**src/rtl/apb_master_if.sv**
```systemverilog
// Command/response port and APB requester signals for apb_master.
`timescale 1ns/1ps
interface apb_master_if #(
   parameter int unsigned ADDR_W = 8,
   parameter int unsigned DATA_W = 8
);
   // Host command port
   logic              cmd_valid;
   logic              cmd_ready;
   logic              cmd_write;
   logic [ADDR_W-1:0] cmd_addr;
   logic [DATA_W-1:0] cmd_wdata;
   // Host response port
   logic              rsp_valid;
   logic [DATA_W-1:0] rsp_rdata;
   logic              rsp_err;
   // APB bus
   logic              PSELx;
   logic              PENABLE;
   logic              PWRITE;
   logic [ADDR_W-1:0] PADDR;
   logic [DATA_W-1:0] PWDATA;
   logic              PREADY;
   logic [DATA_W-1:0] PRDATA;

   // Requester view
   modport master (
      input  cmd_valid, cmd_write, cmd_addr, cmd_wdata, PREADY, PRDATA,
      output cmd_ready, rsp_valid, rsp_rdata, rsp_err,
             PSELx, PENABLE, PWRITE, PADDR, PWDATA
   );

   // Host + completer view
   modport slave (
      output cmd_valid, cmd_write, cmd_addr, cmd_wdata, PREADY, PRDATA,
      input  cmd_ready, rsp_valid, rsp_rdata, rsp_err,
             PSELx, PENABLE, PWRITE, PADDR, PWDATA
   );
endinterface

```
**src/rtl/apb_master.sv**
```systemverilog
// APB requester: turns a valid/ready command into one SETUP/ACCESS transfer
// and reports completion (or a wait-state timeout) on a one-cycle response.
`timescale 1ns/1ps
module apb_master #(
   parameter int unsigned ADDR_W  = 8,
   parameter int unsigned DATA_W  = 8,
   parameter int unsigned TIMEOUT = 16
) (
   input  logic          PCLK,
   input  logic          PRESET,
   apb_master_if.master  bus
);

   // TIMEOUT=0 disables the abort; keep a 1-bit counter so widths stay legal.
   localparam int unsigned CNT_W  = (TIMEOUT > 0) ? $clog2(TIMEOUT + 1) : 1;
   localparam int unsigned LAST_I = (TIMEOUT > 0) ? (TIMEOUT - 1) : 0;
   localparam logic [CNT_W-1:0] CNT_LAST = CNT_W'(LAST_I);
   localparam logic [CNT_W-1:0] CNT_MAX  = '1;
   localparam logic             TO_EN    = (TIMEOUT > 0);

   typedef enum logic [1:0] {
      S_IDLE   = 2'd0,
      S_SETUP  = 2'd1,
      S_ACCESS = 2'd2
   } state_t;

   state_t            state_q,  state_d;
   logic              psel_q,   psel_d;
   logic              pen_q,    pen_d;
   logic              pwrite_q, pwrite_d;
   logic [ADDR_W-1:0] paddr_q,  paddr_d;
   logic [DATA_W-1:0] pwdata_q, pwdata_d;
   logic              rvld_q,   rvld_d;
   logic [DATA_W-1:0] rdata_q,  rdata_d;
   logic              rerr_q,   rerr_d;
   logic [CNT_W-1:0]  cnt_q,    cnt_d;
   logic              expire;

   // Abort fires on the wait edge that would bring the counter to TIMEOUT.
   assign expire = TO_EN && (cnt_q == CNT_LAST);

   // State and registered outputs
   always_ff @(posedge PCLK) begin
      if (PRESET) begin
         state_q  <= S_IDLE;
         psel_q   <= 1'b0;
         pen_q    <= 1'b0;
         pwrite_q <= 1'b0;
         paddr_q  <= '0;
         pwdata_q <= '0;
         rvld_q   <= 1'b0;
         rdata_q  <= '0;
         rerr_q   <= 1'b0;
         cnt_q    <= '0;
      end else begin
         state_q  <= state_d;
         psel_q   <= psel_d;
         pen_q    <= pen_d;
         pwrite_q <= pwrite_d;
         paddr_q  <= paddr_d;
         pwdata_q <= pwdata_d;
         rvld_q   <= rvld_d;
         rdata_q  <= rdata_d;
         rerr_q   <= rerr_d;
         cnt_q    <= cnt_d;
      end
   end

   // Next state and next output values; address/data/direction hold in IDLE
   always_comb begin
      state_d  = state_q;
      psel_d   = 1'b0;
      pen_d    = 1'b0;
      pwrite_d = pwrite_q;
      paddr_d  = paddr_q;
      pwdata_d = pwdata_q;
      rvld_d   = 1'b0;
      rdata_d  = '0;
      rerr_d   = 1'b0;
      cnt_d    = cnt_q;
      case (state_q)
         S_IDLE: begin
            if (bus.cmd_valid) begin
               state_d  = S_SETUP;
               psel_d   = 1'b1;
               pwrite_d = bus.cmd_write;
               paddr_d  = bus.cmd_addr;
               pwdata_d = bus.cmd_wdata;
               cnt_d    = '0;
            end
         end
         S_SETUP: begin
            state_d = S_ACCESS;
            psel_d  = 1'b1;
            pen_d   = 1'b1;
         end
         S_ACCESS: begin
            if (bus.PREADY) begin
               state_d = S_IDLE;
               rvld_d  = 1'b1;
               rdata_d = pwrite_q ? '0 : bus.PRDATA;
            end else if (expire) begin
               state_d = S_IDLE;
               rvld_d  = 1'b1;
               rerr_d  = 1'b1;
            end else begin
               psel_d = 1'b1;
               pen_d  = 1'b1;
               if (cnt_q != CNT_MAX) cnt_d = cnt_q + CNT_W'(1);
            end
         end
         default: state_d = S_IDLE;
      endcase
   end

   assign bus.cmd_ready = (state_q == S_IDLE) & ~PRESET;
   assign bus.PSELx     = psel_q;
   assign bus.PENABLE   = pen_q;
   assign bus.PWRITE    = pwrite_q;
   assign bus.PADDR     = paddr_q;
   assign bus.PWDATA    = pwdata_q;
   assign bus.rsp_valid = rvld_q;
   assign bus.rsp_rdata = rdata_q;
   assign bus.rsp_err   = rerr_q;

endmodule
```
**src/flat_wrapper.sv**
```systemverilog
// flat-port wrapper written by rule: the top's interface ports become plain ports
module apb_master_flat 
#(
   parameter int unsigned ADDR_W  = 8,
   parameter int unsigned DATA_W  = 8,
   parameter int unsigned TIMEOUT = 16
)
  (PCLK, PRESET, bus_cmd_valid, bus_cmd_write, bus_cmd_addr, bus_cmd_wdata, bus_PREADY, bus_PRDATA, bus_cmd_ready, bus_rsp_valid, bus_rsp_rdata, bus_rsp_err, bus_PSELx, bus_PENABLE, bus_PWRITE, bus_PADDR, bus_PWDATA);
  apb_master_if #(.ADDR_W(ADDR_W), .DATA_W(DATA_W)) bus_i ();
  input  logic PCLK;
  input  logic PRESET;
  input wire logic [$bits(bus_i.cmd_valid)-1:0] bus_cmd_valid;
  input wire logic [$bits(bus_i.cmd_write)-1:0] bus_cmd_write;
  input wire logic [$bits(bus_i.cmd_addr)-1:0] bus_cmd_addr;
  input wire logic [$bits(bus_i.cmd_wdata)-1:0] bus_cmd_wdata;
  input wire logic [$bits(bus_i.PREADY)-1:0] bus_PREADY;
  input wire logic [$bits(bus_i.PRDATA)-1:0] bus_PRDATA;
  output wire logic [$bits(bus_i.cmd_ready)-1:0] bus_cmd_ready;
  output wire logic [$bits(bus_i.rsp_valid)-1:0] bus_rsp_valid;
  output wire logic [$bits(bus_i.rsp_rdata)-1:0] bus_rsp_rdata;
  output wire logic [$bits(bus_i.rsp_err)-1:0] bus_rsp_err;
  output wire logic [$bits(bus_i.PSELx)-1:0] bus_PSELx;
  output wire logic [$bits(bus_i.PENABLE)-1:0] bus_PENABLE;
  output wire logic [$bits(bus_i.PWRITE)-1:0] bus_PWRITE;
  output wire logic [$bits(bus_i.PADDR)-1:0] bus_PADDR;
  output wire logic [$bits(bus_i.PWDATA)-1:0] bus_PWDATA;
  assign bus_i.cmd_valid = bus_cmd_valid;
  assign bus_i.cmd_write = bus_cmd_write;
  assign bus_i.cmd_addr = bus_cmd_addr;
  assign bus_i.cmd_wdata = bus_cmd_wdata;
  assign bus_i.PREADY = bus_PREADY;
  assign bus_i.PRDATA = bus_PRDATA;
  assign bus_cmd_ready = bus_i.cmd_ready;
  assign bus_rsp_valid = bus_i.rsp_valid;
  assign bus_rsp_rdata = bus_i.rsp_rdata;
  assign bus_rsp_err = bus_i.rsp_err;
  assign bus_PSELx = bus_i.PSELx;
  assign bus_PENABLE = bus_i.PENABLE;
  assign bus_PWRITE = bus_i.PWRITE;
  assign bus_PADDR = bus_i.PADDR;
  assign bus_PWDATA = bus_i.PWDATA;
  apb_master #(.ADDR_W(ADDR_W), .DATA_W(DATA_W), .TIMEOUT(TIMEOUT)) u_core (.PCLK(PCLK), .PRESET(PRESET), .bus(bus_i));
endmodule
```
**config.mk**
```make
export PLATFORM = sky130hd
export DESIGN_NAME = apb_master_flat
export DESIGN_NICKNAME = d
export VERILOG_FILES = /design/src/rtl/apb_master_if.sv /design/src/rtl/apb_master.sv /design/src/flat_wrapper.sv
export SDC_FILE = /design/constraint.sdc
export NUM_CORES = 1
export LEC_CHECK = 0
export BUFFER_PORTS_ARGS = -buffer_cell sky130_fd_sc_hd__buf_2
export CORE_MARGIN = 5
export CORE_UTILIZATION = 42
export DETAILED_ROUTE_END_ITERATION = 10
export GPL_ROUTABILITY_DRIVEN = 0
export PLACE_DENSITY_LB_ADDON = 0.1
export SYNTH_ARGS = -nofsm -noshare
export SYNTH_HDL_FRONTEND = slang
export SYNTH_SLANG_ARGS = --single-unit
```
**constraint.sdc**
```tcl
create_clock -name PCLK -period 2.19 [get_ports PCLK]
set_input_delay 0.3285 -clock PCLK [delete_from_list [all_inputs] [get_ports PCLK]]
set_output_delay 0.3285 -clock PCLK [all_outputs]
set_load 0.05 [all_outputs]
```
==> out/qor.txt <==
worst slack, placed -> 0.0796 ns
crit path DAT -> 2.37 ns
worst-skew pair later-pin latency -> 0.34 ns
CTS Buf Count -> 5
Cell Int Power -> 0.00107 W
Seq/Total Area, Yosys -> 49.7%
H-tree levels -> 2
Fin. Hold Viols -> 0
via count -> 1307
layout cells sized above 1 -> 34.2%
Antenna Cells -> 0
vias in the first global route -> 1264
Comb power frac -> 26.6%
Layout Nets -> 256
largest net degree at the start of global routing -> 36
DRC viols -> 0
outcome -> complete, no violations
area grow syn2layout -> 28.7%
final WL -> 3.29 mm
I/O Pins -> 59
final setup vio count -> 0
RSZ-0062 raised after global routing -> no
CP startpoint kind -> register
Routed Antenna Nets -> 0
sequential power share -> 45.0%
Max Buffers Root-to-Sink -> 2
CTS tree -> yes
Synth warnings -> 0
register area -> 722 um2
Net Count, Synth -> 196
total negative slack -> 0 ns
crit end category -> register
CTS sink cnt -> 36
count of mapped cells out of synthesis -> 158
Final WS setup -> 0.0926 ns
largest vdd supply drop -> 496 uV
post-DR wirelength/cell -> 12.4 um
CP Data Required Time -> 2.47 ns
part of the power in the clock network -> 28.4%
Buffers on Ports -> 58
CTS root buffer -> clkbuf_4
DR vias/cell -> 4.93
hpwl dp -> 2.42 mm
Remaining Overflow, GRT -> 0
Initial Util -> 43.5%
leakage -> 0.859 nW
Hold Path Class -> input port to register
Setup CP Type -> register to register
first-pass GRT wire length -> 5.33 mm
Core Area -> 3340 um2
sw frac -> 33.4%
initial antenna violation count -> 0
pwr/cell area -> 862 nW/um2
Net Switching -> 0.000537 W
clk_skew -> 0.00947 ns
fillcell total -> 330
peak fanout along the critical path -> 4
Pre-Repair DR Iteration Count -> 4
gr usage total -> 15.7%
num rows -> 21
mapped cell area -> 1450 um2
number of DRC markers in iteration 0 -> 45
clock transition at the registers of the reported paths -> 0.11 ns
area of the multi-input gates -> 691 um2
post-route minimum period -> 2.10 ns
Final Slew Violations -> 0
Mapped Avg Cell Area -> 9.18 um2
Die Span Y -> 68.8 um
worst slew pin tran -> 0.596 ns
Slew headroom -> 60.3%
fmax -> 0.477 GHz
die width -> 68.8 um
die area -> 4730 um2
final critical-path share of the clock period -> 95.8%
Synth Register Bits -> 36
synth unique cells -> 31
Max-Cap Viols -> 0
-- power by group through the flow --
stage	logic (W)	clock network [W]	registers (W)
3_3_place_gp	0.000420	0	0.000737
5_1_grt	0.000468	0.000518	0.000731
2_1_floorplan	0.000179	0	0.000872
3_5_place_dp	0.000425	0	0.000739
4_1_cts	0.000429	0.000473	0.000725
6_report	0.000428	0.000457	0.000724
-- worst max-delay path, stage by stage (launching register included) --
cell	delay [ns]
dfxtp_2	0.35
ha_1	0.23
and3_4	0.20
ha_1	0.21
or4b_4	0.55
or4_1	0.41
o21ai_0	0.08
-- layout by cell type (no fill, tap or decap), types with 2 or more instances in the layout --
cell,n
clkbuf_4,5
mux2i_1,2
and2_1,9
nand2_1,36
a21oi_1,19
inv_1,4
buf_4,2
o21ai_0,3
dfxtp_1,35
a211oi_1,2
nand2b_1,6
ha_1,8
nand3b_1,3
buf_2,58
nor2b_1,2
nor3b_1,4
-- Yosys cell counts, drive strengths merged --
library cell | number | share of area (%)
or3b | 1 | 0.60
or4b | 1 | 0.95
dfxtp | 36 | 50
nor2b | 2 | 0.86
nor2 | 1 | 0.26
nand3b | 3 | 1.6
inv | 4 | 1.0
o221ai | 1 | 0.60
ha | 9 | 7.8
o21ai | 3 | 1.0
buf | 2 | 1.1
or4 | 1 | 0.52
and2 | 9 | 3.9
nand4b | 1 | 0.60
a221oi | 1 | 0.60
a21oi | 20 | 6.9
or3 | 1 | 0.43
a31oi | 1 | 0.43
o21ba | 1 | 0.69
clkbuf | 5 | 1.3
nand2 | 36 | 9.3
and3 | 1 | 0.43
nand3 | 1 | 0.34
nor3b | 4 | 2.1
mux2i | 2 | 1.4
nor4b | 1 | 0.60
nand2b | 6 | 2.6
a211oi | 2 | 1.0
or2b | 1 | 0.52
and4bb | 1 | 0.86
-- kinds of logic (layout without fill, tap and decap cells) --
family	Yosys count	in the layout	synth area share, %
AND/OR/NAND/NOR	71	71	26.4
flip-flops	36	36	49.7
AO/OA/AOI/OAI	29	29	11.3
buffers and inverters	11	72	3.45
adder cells (fa/ha/maj)	9	9	7.77
multiplexers	2	2	1.38
-- area by class of cell --
cell class / count / area share, %
Timing Repair Buffer: 60 / 16.4
Clock inverter: 2 / 1.88
Sequential cell: 36 / 38.7
Inverter: 4 / 0.804
Multi-Input combinational cell: 111 / 37.0
Tap cell: 46 / 3.08
Clock buffer: 6 / 2.21
-- per-layer routing --
| layer | wire length (um) | track usage [%] |
|---|---|---|
| met3 | 240 | 7.78 |
| met1 | 1370 | 17.9 |
| met4 | 55 | 6.81 |
| met2 | 1620 | 24.6 |
| met5 | 0 | 0 |
-- path summary, 6_finish.rpt --
| kind | cells past startpoint | to | from | slack (ns) |
|---|---|---|---|---|
| max reg2reg | 6 | u_core.cnt_q[0] | u_core.cnt_q[0] | 0.09 |
| max | 6 | u_core.cnt_q[0] | u_core.cnt_q[0] | 0.09 |
| min | 2 | u_core.bus.rsp_rdata[4] | bus_PRDATA[4] | 0.18 |
| min reg2reg | 2 | u_core.bus.PADDR[0] | u_core.bus.PADDR[0] | 0.46 |
-- state kept, by name (all words and copies together) (netlist names) --
signal and flops:
u_core.bus.PADDR 8, u_core.bus.PENABLE 1, u_core.bus.PSELx 1, u_core.bus.PWDATA 8
u_core.bus.PWRITE 1, u_core.bus.rsp_err 1, u_core.bus.rsp_rdata 8, u_core.bus.rsp_valid 1
u_core.cnt_q 5, u_core.state_q 2
-- metrics by stage --
step	cell area (um2)	cells	util [%]	power, W	hold slack, ns
final	1870	265	55.9	0.00161	0.180
after global routing	1870	265	55.9	0.00172	0.133
after CTS	1850	265	55.6	0.00163	0.166
after detailed placement	1780	257	53.3	0.00116	0.450
after global placement	1780	257	53.3	0.00116	0.441
after floorplan	1450	158	-	0.00105	0.450
-- timing repair --
item                                    4_1_cts  5_1_grt
buffers inserted                              0        0
endpoints found under the setup margin        0        5
gates resized for setup                       0        4
hold buffers                                  0        0
endpoints found under the hold margin         0        0
No activity file was read; power rests on OpenSTA's default activity.
